--- src/rtl/clock_divider_multi_if.sv ---
// -----------------------------------------------------------------------------
// clock_divider_multi_if
//
// Bundles the control, configuration and output signals of
// clock_divider_multi. The clock and reset stay plain ports on the divider.
//
// Signals:
//   ch_en       [NUM_CH]  per-channel enable
//   sync                  one-cycle pulse restarting all enabled channels
//   cfg_we                configuration write strobe
//   cfg_sel     [CH_W]    channel addressed by cfg_we
//   cfg_period  [CNT_W]   new period in clock cycles
//   cfg_high    [CNT_W]   new high time in clock cycles
//   clk_out     [NUM_CH]  divided waveform per channel (registered)
//   tick        [NUM_CH]  one-cycle pulse at the start of each period
//
// Modports:
//   master  drives control/configuration, observes outputs
//   slave   the divider itself
// -----------------------------------------------------------------------------
interface clock_divider_multi_if #(
    parameter int NUM_CH = 4,
    parameter int CNT_W  = 27
);
    localparam int CH_W = (NUM_CH > 1) ? $clog2(NUM_CH) : 1;

    logic [NUM_CH-1:0] ch_en;
    logic              sync;
    logic              cfg_we;
    logic [CH_W-1:0]   cfg_sel;
    logic [CNT_W-1:0]  cfg_period;
    logic [CNT_W-1:0]  cfg_high;
    logic [NUM_CH-1:0] clk_out;
    logic [NUM_CH-1:0] tick;

    modport master (
        output ch_en,
        output sync,
        output cfg_we,
        output cfg_sel,
        output cfg_period,
        output cfg_high,
        input  clk_out,
        input  tick
    );

    modport slave (
        input  ch_en,
        input  sync,
        input  cfg_we,
        input  cfg_sel,
        input  cfg_period,
        input  cfg_high,
        output clk_out,
        output tick
    );
endinterface

--- src/rtl/clock_divider_multi.sv ---
// -----------------------------------------------------------------------------
// clock_divider_multi
//
// Multi-channel programmable clock divider. Each channel produces a registered
// divided waveform (clk_out) and a one-cycle period-start pulse (tick) with a
// run-time programmable period and high time. New settings are written into
// shadow registers and only become active at a period boundary, so periods are
// never truncated or stretched except by sync or disable.
//
// Ports:
//   clock     system clock, rising edge
//   reset_n   asynchronous active-low reset
//   bus       clock_divider_multi_if.slave:
//               ch_en, sync, cfg_we, cfg_sel, cfg_period, cfg_high (in)
//               clk_out, tick (out)
//
// Parameters:
//   NUM_CH      number of channels (1..16)
//   CNT_W       counter / period / high-time width
//   DEF_PERIOD  period loaded at reset
//   DEF_HIGH    high time loaded at reset
// -----------------------------------------------------------------------------
module clock_divider_multi #(
    parameter int NUM_CH     = 4,
    parameter int CNT_W      = 27,
    parameter int DEF_PERIOD = 72000000,
    parameter int DEF_HIGH   = 36000000
) (
    input  logic                  clock,
    input  logic                  reset_n,
    clock_divider_multi_if.slave  bus
);
    localparam int CH_W = (NUM_CH > 1) ? $clog2(NUM_CH) : 1;

    localparam logic [CNT_W-1:0] CNT_ZERO  = '0;
    localparam logic [CNT_W-1:0] CNT_ONE   = CNT_W'(1);
    localparam logic [CNT_W-1:0] CNT_TWO   = CNT_W'(2);
    localparam logic [CNT_W-1:0] RST_PER   = CNT_W'(DEF_PERIOD);
    localparam logic [CNT_W-1:0] RST_HIGH  = CNT_W'(DEF_HIGH);

    logic [NUM_CH-1:0] clk_out_all;
    logic [NUM_CH-1:0] tick_all;

    for (genvar gi = 0; gi < NUM_CH; gi++) begin : g_ch
        logic [CNT_W-1:0] p_sh_q,  p_sh_d;
        logic [CNT_W-1:0] h_sh_q,  h_sh_d;
        logic [CNT_W-1:0] p_act_q, p_act_d;
        logic [CNT_W-1:0] h_act_q, h_act_d;
        logic [CNT_W-1:0] cnt_q,   cnt_d;
        logic             run_q,   run_d;
        logic             clk_q,   clk_d;
        logic             tick_q,  tick_d;

        logic wr_hit;
        logic act_valid;
        logic sh_valid;
        logic at_wrap;

        // Out-of-range selects never match any channel and are dropped.
        assign wr_hit    = bus.cfg_we && (bus.cfg_sel == CH_W'(gi));

        // Periods below 2 cannot produce a waveform; the channel parks at a
        // boundary and re-evaluates the shadow period every edge.
        assign act_valid = (p_act_q >= CNT_TWO);
        assign sh_valid  = (p_sh_q >= CNT_TWO);
        assign at_wrap   = act_valid && (cnt_q == (p_act_q - CNT_ONE));

        // Shadow registers: written by the config port only.
        always_comb begin
            p_sh_d = p_sh_q;
            h_sh_d = h_sh_q;
            if (wr_hit) begin
                p_sh_d = bus.cfg_period;
                h_sh_d = bus.cfg_high;
            end
        end

        // Channel sequencing. Every boundary (start, sync, wrap, or parked on
        // an invalid period) loads the active registers from the pre-edge
        // shadow values, so a write landing on a boundary edge waits one more
        // period before taking effect.
        always_comb begin
            p_act_d = p_act_q;
            h_act_d = h_act_q;
            cnt_d   = cnt_q;
            run_d   = run_q;
            clk_d   = 1'b0;
            tick_d  = 1'b0;

            if (!bus.ch_en[gi]) begin
                p_act_d = p_sh_q;
                h_act_d = h_sh_q;
                cnt_d   = CNT_ZERO;
                run_d   = 1'b0;
            end else if (bus.sync || !run_q || !act_valid || at_wrap) begin
                p_act_d = p_sh_q;
                h_act_d = h_sh_q;
                cnt_d   = CNT_ZERO;
                run_d   = 1'b1;
                tick_d  = sh_valid;
                clk_d   = sh_valid && (h_sh_q != CNT_ZERO);
            end else begin
                cnt_d   = cnt_q + CNT_ONE;
                clk_d   = (cnt_d < h_act_q);
            end
        end

        always_ff @(posedge clock or negedge reset_n) begin
            if (!reset_n) begin
                p_sh_q  <= RST_PER;
                h_sh_q  <= RST_HIGH;
                p_act_q <= RST_PER;
                h_act_q <= RST_HIGH;
                cnt_q   <= CNT_ZERO;
                run_q   <= 1'b0;
                clk_q   <= 1'b0;
                tick_q  <= 1'b0;
            end else begin
                p_sh_q  <= p_sh_d;
                h_sh_q  <= h_sh_d;
                p_act_q <= p_act_d;
                h_act_q <= h_act_d;
                cnt_q   <= cnt_d;
                run_q   <= run_d;
                clk_q   <= clk_d;
                tick_q  <= tick_d;
            end
        end

        assign clk_out_all[gi] = clk_q;
        assign tick_all[gi]    = tick_q;
    end

    assign bus.clk_out = clk_out_all;
    assign bus.tick    = tick_all;
endmodule

--- src/flat_wrapper.sv ---
// flat-port wrapper written by rule: the top's interface ports become plain ports
module clock_divider_multi_flat 
#(
    parameter int NUM_CH     = 4,
    parameter int CNT_W      = 27,
    parameter int DEF_PERIOD = 72000000,
    parameter int DEF_HIGH   = 36000000
)
  (clock, reset_n, bus_ch_en, bus_sync, bus_cfg_we, bus_cfg_sel, bus_cfg_period, bus_cfg_high, bus_clk_out, bus_tick);
  clock_divider_multi_if #(.NUM_CH(NUM_CH), .CNT_W(CNT_W)) bus_i ();
  input  logic clock;
  input  logic reset_n;
  input wire logic [$bits(bus_i.ch_en)-1:0] bus_ch_en;
  input wire logic [$bits(bus_i.sync)-1:0] bus_sync;
  input wire logic [$bits(bus_i.cfg_we)-1:0] bus_cfg_we;
  input wire logic [$bits(bus_i.cfg_sel)-1:0] bus_cfg_sel;
  input wire logic [$bits(bus_i.cfg_period)-1:0] bus_cfg_period;
  input wire logic [$bits(bus_i.cfg_high)-1:0] bus_cfg_high;
  output wire logic [$bits(bus_i.clk_out)-1:0] bus_clk_out;
  output wire logic [$bits(bus_i.tick)-1:0] bus_tick;
  assign bus_i.ch_en = bus_ch_en;
  assign bus_i.sync = bus_sync;
  assign bus_i.cfg_we = bus_cfg_we;
  assign bus_i.cfg_sel = bus_cfg_sel;
  assign bus_i.cfg_period = bus_cfg_period;
  assign bus_i.cfg_high = bus_cfg_high;
  assign bus_clk_out = bus_i.clk_out;
  assign bus_tick = bus_i.tick;
  clock_divider_multi #(.NUM_CH(NUM_CH), .CNT_W(CNT_W), .DEF_PERIOD(DEF_PERIOD), .DEF_HIGH(DEF_HIGH)) u_core (.clock(clock), .reset_n(reset_n), .bus(bus_i));
endmodule
--- config.mk ---
export PLATFORM = sky130hd
export DESIGN_NAME = clock_divider_multi_flat
export DESIGN_NICKNAME = d
export VERILOG_FILES = /design/src/rtl/clock_divider_multi_if.sv /design/src/rtl/clock_divider_multi.sv /design/src/flat_wrapper.sv
export SDC_FILE = /design/constraint.sdc
export NUM_CORES = 1
export LEC_CHECK = 0
export ABC_AREA = 1
export ABC_CLOCK_PERIOD_IN_PS = 4059
export CORE_AREA = 2 2 226 228
export CTS_CLUSTER_SIZE = 16
export DETAILED_ROUTE_END_ITERATION = 8
export DIE_AREA = 0 0 228 230
export PLACE_DENSITY = 0.8
export SYNTH_ARGS = -nofsm -noshare
export SYNTH_HDL_FRONTEND = slang
export SYNTH_SLANG_ARGS = --single-unit
--- constraint.sdc ---
create_clock -name clock -period 4.06 [get_ports clock]
set_input_delay 0.812 -clock clock [delete_from_list [all_inputs] [get_ports clock]]
set_output_delay 0.812 -clock clock [all_outputs]
set_load 0.02 [all_outputs]
### Yosys cells after proc, flatten, opt, wreduce, memory -nomap -nowiden

Cells that the tools add are included.
Widths: inputs -> output; s select.

* $add $sub $neg: 8
* multiply operators: 0
* div/mod/pow operators: 0
* magnitude comparators: 12
* equality and inequality tests: 11
* shift operators: 0
* multiplexer cells: 48
* bitwise gates (word level): 0
* reduce and logical (&&, ||, !) cells: 37

Operators with widths (number)
* $mux 27: 24
* $ge 27x2->1 const B: 8
* $add 27x1->27 const B: 4
* $eq 27x27->1: 4
* $lt 27x27->1: 4
* $reduce_bool 27->1: 4
* $sub 27x1->27 const B: 4
* $mux 1: 24
* $logic_and 1x1->1: 12
* $logic_or 1x1->1: 12
* $logic_not 1->1: 8
* $ne 2x1->1 const B: 4
* $eq 2x2->1 const B: 2
* $eq 2x1->1 const B: 1
* $logic_not 2->1: 1

* register bits: 552
* bits in latches: 0
* memory bits (writable): 0
* memory bits (read-only): 0
* input bits: 64
* output and inout port bits: 8
* logic and storage cells: 148
* memories: 0

### Logic depth before layout (Yosys ltp)

* word-level depth: 6
* gate-level depth with buffers: 22
* depth with buffers taken out: 22

### Worst setup path after synthesis

No wires, ideal clock.

* path kind: reg2reg
* from: register u_core.g_ch[3].cnt_q[0]
* to: register u_core.g_ch[3].clk_q
* arrival time: 2.744 ns
* required time: 3.994 ns
* slack: 1.249 ns
* stages on the path, launching flop included: 18
* buffers on the path: 0
* clock period less this slack: 2.811 ns
* cell sequence: dfrtp_1 -> ha_1 -> nand3_1 -> nor3_1 -> nand3_1 -> nor2_1 -> nand4_1 -> nor2_1 -> xor2_1 -> inv_1 -> ha_1 -> nand2_1 -> nor2_1 -> a211oi_1 -> o21ai_0 -> a31oi_1 -> nand4_1 -> nand2_1

* word-level cells in the longest chain between the ends: 5

RTL lines
* start, declared: RTL line clock_divider_multi.sv:49 `logic [CNT_W-1:0] cnt_q, cnt_d;`
* start signal, assigned: RTL line clock_divider_multi.sv:123 `cnt_q <= cnt_d;`
* parallel branches: the longest is 3 deep, another holds $add 27x1->27
* $mux 1 *: RTL line clock_divider_multi.sv:95 `end else if (bus.sync || !run_q || !act_valid || at_wrap) begin`
* $mux 1 *: RTL line clock_divider_multi.sv:90 `if (!bus.ch_en[gi]) begin`
* via u_core.g_ch[3].clk_d: RTL line clock_divider_multi.sv:51 `logic clk_q, clk_d;`
* end signal, assigned: RTL line clock_divider_multi.sv:125 `clk_q <= clk_d;`
* end, declared: RTL line clock_divider_multi.sv:51

Mark *: on every way through the listed nets, which the timed path passes.
A chain may end at the register's enable or synchronous reset.

### Final worst setup path

* from: register u_core.g_ch[0].cnt_q[0]
* to: register u_core.g_ch[0].clk_q

* word-level cells in the longest chain between the ends: 5

RTL lines (RTL line)
* start, declared: clock_divider_multi.sv:49
* start signal, assigned: clock_divider_multi.sv:123
* parallel branches: the longest is 3 deep, another holds $add 27x1->27
* $mux 1 *: clock_divider_multi.sv:95
* $mux 1 *: clock_divider_multi.sv:90
* via u_core.g_ch[0].clk_d: clock_divider_multi.sv:51
* end signal, assigned: clock_divider_multi.sv:125
* end, declared: clock_divider_multi.sv:51

Marks and branches as above.

==> results.json <==
{
  "status": "finished clean",
  "clk-insertion-delay-late_ns": 0.63,
  "cts-root-buf": "clkbuf_16",
  "setup_viol": 0,
  "routedWlPerCell_um": 18.2,
  "synth-compound-area-share_pct": 5.62,
  "first_pass_iters": 6,
  "leakage_nw": 17.1,
  "synth-adder-area-share_pct": 4.67,
  "cp_cell_sequence": "nand3_1 > nor3_1 > nand2_1 > nor3_1 > nand4_1 > nor3_1 > xor2_1 > inv_1 > ha_1 > nand2_1 > nor2_1 > a211oi_1 > o21ai_0 > a31oi_1 > nand4_1 > nand2_1",
  "dieArea_mm2": 0.0524,
  "htreeDepth": 2,
  "slew_headroom_pct": 35.6,
  "die_w_um": 228,
  "synthDistinctLibCells": 50,
  "synth_top_area_share_pct": 35.4,
  "crit_path_max_incr_delay_ns": 0.45,
  "worst_r2r_startpoint": "u_core.g_ch[0].cnt_q[0]$_DFF_PN0_",
  "slew_viol_final": 0,
  "worst-path-buf-inv": 1,
  "grt_setup_unrepaired": "false",
  "start_kind": "flop",
  "dp_hpwl_mm": 60.9,
  "fmax_mhz": 298,
  "worst_slew_pin_slew_ns": 0.966,
  "finClkSkew_ns": 0.0338,
  "synthSimpleGateAreaFrac_pct": 30.9,
  "place_inst": 4597,
  "synthMuxAreaShare_pct": 0,
  "cpMaxStageDelayCell": "dfrtp_1",
  "grt_max_degree": 109,
  "grtUsageTotal_pct": 32.8,
  "antenna_found_initial": 14,
  "crit_path_start": "u_core.g_ch[0].cnt_q[0]$_DFF_PN0_",
  "path_max_fanout": 6,
  "syn_nets": 4172,
  "final_cell_count_no_fill": 4709,
  "die_h_um": 230,
  "cts_buffers": 56,
  "drt_iter0_markers": 2522,
  "worstHoldPathType": "input port to async pin",
  "vias_per_cell": 5.72,
  "end_kind": "flop",
  "critical_path_class": "flop to flop",
  "cts_sinks": 552,
  "numPortBuffers": 71,
  "start_util_pct": 62.4,
  "grt_pass1_wl_mm": 136,
  "yosysTopAreaCell": "dfrtp_1",
  "grt-ovfl-total": 0,
  "yosysWarningCount": 0,
  "drive_gt1_share_pct": 7.59,
  "cts_resized": 0,
  "nets": 4163,
  "dpl-instance-area_mm2": 0.0321,
  "yosys-top-cells-area": "dfrtp_1, nand2_1, dfstp_2, nand4_1, inv_1",
  "stdcell_area_mm2": 0.0341,
  "p_per_area_mw_per_mm2": 450,
  "wl_mm": 85.5,
  "finalHoldViolations": 0,
  "synth.avg_cell_area_um2": 7.79,
  "cpLargestDelayFamily": "simple AND/OR/NAND/NOR gates",
  "grt_pass1_vias": 25500,
  "cp.arrival_ns": 3.92,
  "fin_crit_sh_pct": 82.7,
  "gp_congestion": 0.994,
  "boundaryPins": 72,
  "syn_area_mm2": 0.0311,
  "hold_ws_ns": 0.148,
  "synth_ff_type": "dfrtp_1",
  "rows": 82,
  "remaining_drc_errors": 0,
  "ir_drop_mv": 0.429,
  "ys_async_sr_fraction_pct": 100,
  "cts_hold_buffers": 0,
  "cts_tree": "done",
  "synth_edf_count": 0,
  "ys_ff_latch": 552,
  "core_area_mm2": 0.0499,
  "via_count": 26900,
  "seq_area_frac_synth_pct": 44.9,
  "synthTopCellsByCount": "nand2_1, inv_1, dfrtp_1",
  "yosysMostFrequentCell": "nand2_1",
  "max-cap-violations": 0,
  "period_minus_slack_ns": 3.36,
  "detail-route-antenna-nets": 0,
  "netlist_instances": 3992,
  "required_ns": 4.62,
  "finalSetupTns_ns": 0,
  "synth_top_family_by_area": "simple AND/OR/NAND/NOR gates",
  "syn_to_final_growth_pct": 9.58,
  "clockBufferDepth": 3,
  "cts_setup_buffers": 0,
  "yosys.area_share.xor_xnor_pct": 5.28,
  "clk_pin_slew_worst_paths_ns": 0.06
}
==> where the power goes <==
group          switching (W)  total [W]  internal (W)
clock                0.00223    0.00549       0.00326
sequential          0.000806    0.00717       0.00637
combinational        0.00172    0.00269      0.000974
total                0.00475     0.0153        0.0106
==> per-layer routing <==
layer  up-vias  routed length (um)  share of wire, %  track usage, %
met3       237                7180               8.4            6.34
met5         -                 145              0.17            1.38
met1     12700               35400                41            43.9
met4         8                3900               4.6            14.8
met2      1065               38800                45            51.9
li1      12900                   -                 -               -
==> layout by cell type (no fill, tap or decap), types with 10 or more instances in the layout <==
cell type        synthesis  layout
dfrtp_1                440     440
nor2_4                  10      10
nor2_2                  18      18
nand3_1                113     111
nand2_1               1151    1149
nor4_1                  61      61
nand2_2                  9      11
clkbuf_16                0      57
ha_1                   116     116
nand4_1                285     285
buf_4                   17      18
nor3_1                  42      42
nor2_1                 417     417
clkbuf_1                83      16
buf_12                   0      11
inv_1                  470     470
a21oi_1                 47      47
clkdlybuf4s50_1          0      66
xnor2_1                 62      62
o21ai_0                249     249
dfstp_2                112     112
xor2_1                 123     123
nand3b_1                21      21
==> state kept, by name, summed over array words and instances (netlist names) <==
name	flops
u_core.g_ch.h_act_q	108
u_core.g_ch.clk_q	4
u_core.g_ch.run_q	4
u_core.g_ch.p_act_q	108
u_core.g_ch.p_sh_q	108
u_core.g_ch.cnt_q	108
u_core.g_ch.tick_q	4
u_core.g_ch.h_sh_q	108
==> worst paths after layout <==
kind                       depth (start not counted)                                     end  slack [ns]
max                                               16          u_core.g_ch[0].clk_q$_DFF_PN0_        0.70
min                                                1  u_core.g_ch[2].p_act_q[14]$_DFFE_PN0P_        0.15
max reg2reg                                       16          u_core.g_ch[0].clk_q$_DFF_PN0_        0.70
min reg2reg                                        2  u_core.g_ch[0].h_act_q[12]$_DFFE_PN1P_        0.47
max in group asynchronous                          2  u_core.g_ch[1].h_act_q[21]$_DFFE_PN1P_        2.97
min in group clock                                 2  u_core.g_ch[0].h_act_q[12]$_DFFE_PN1P_        0.47
==> area by class of cell <==
cell class                 instances  area, um^2
antenna                            8        20.0
clock buffer                      82        1610
clock inverter                    22         329
fill                            4071       15800
inverter                         475        1780
multi-input combinational       2798       14500
sequential                       552       14000
tap                              672         841
timing repair buffer             100        1050
==> worst register-to-register path, cell delays in order (launching register included) <==
cell,delay (ns)
dfrtp_1,0.45
nand3_1,0.18
nor3_1,0.20
nand2_1,0.10
nor3_1,0.36
nand4_1,0.28
nor3_1,0.32
xor2_1,0.24
inv_1,0.07
ha_1,0.27
nand2_1,0.08
nor2_1,0.05
a211oi_1,0.19
o21ai_0,0.11
a31oi_1,0.15
nand4_1,0.12
nand2_1,0.12
==> per-stage QoR <==
step	util (%)	power [W]	worst slack (ns)
2_1_floorplan	-	0.00887	1.25
3_3_place_gp	64.4	0.00978	0.880
3_5_place_dp	64.4	0.00988	0.804
4_1_cts	68.3	0.0154	0.768
5_1_grt	68.3	0.0161	0.340
6_report	68.4	0.0153	0.703
==> cell families after synthesis <==
group,count (synthesis)
xor+xnor,186
simple gates,2165
compound gates,331
flops,552
fa+ha+maj,116
buf+inv,642
Note: power is estimated with default switching activity, not from simulation.
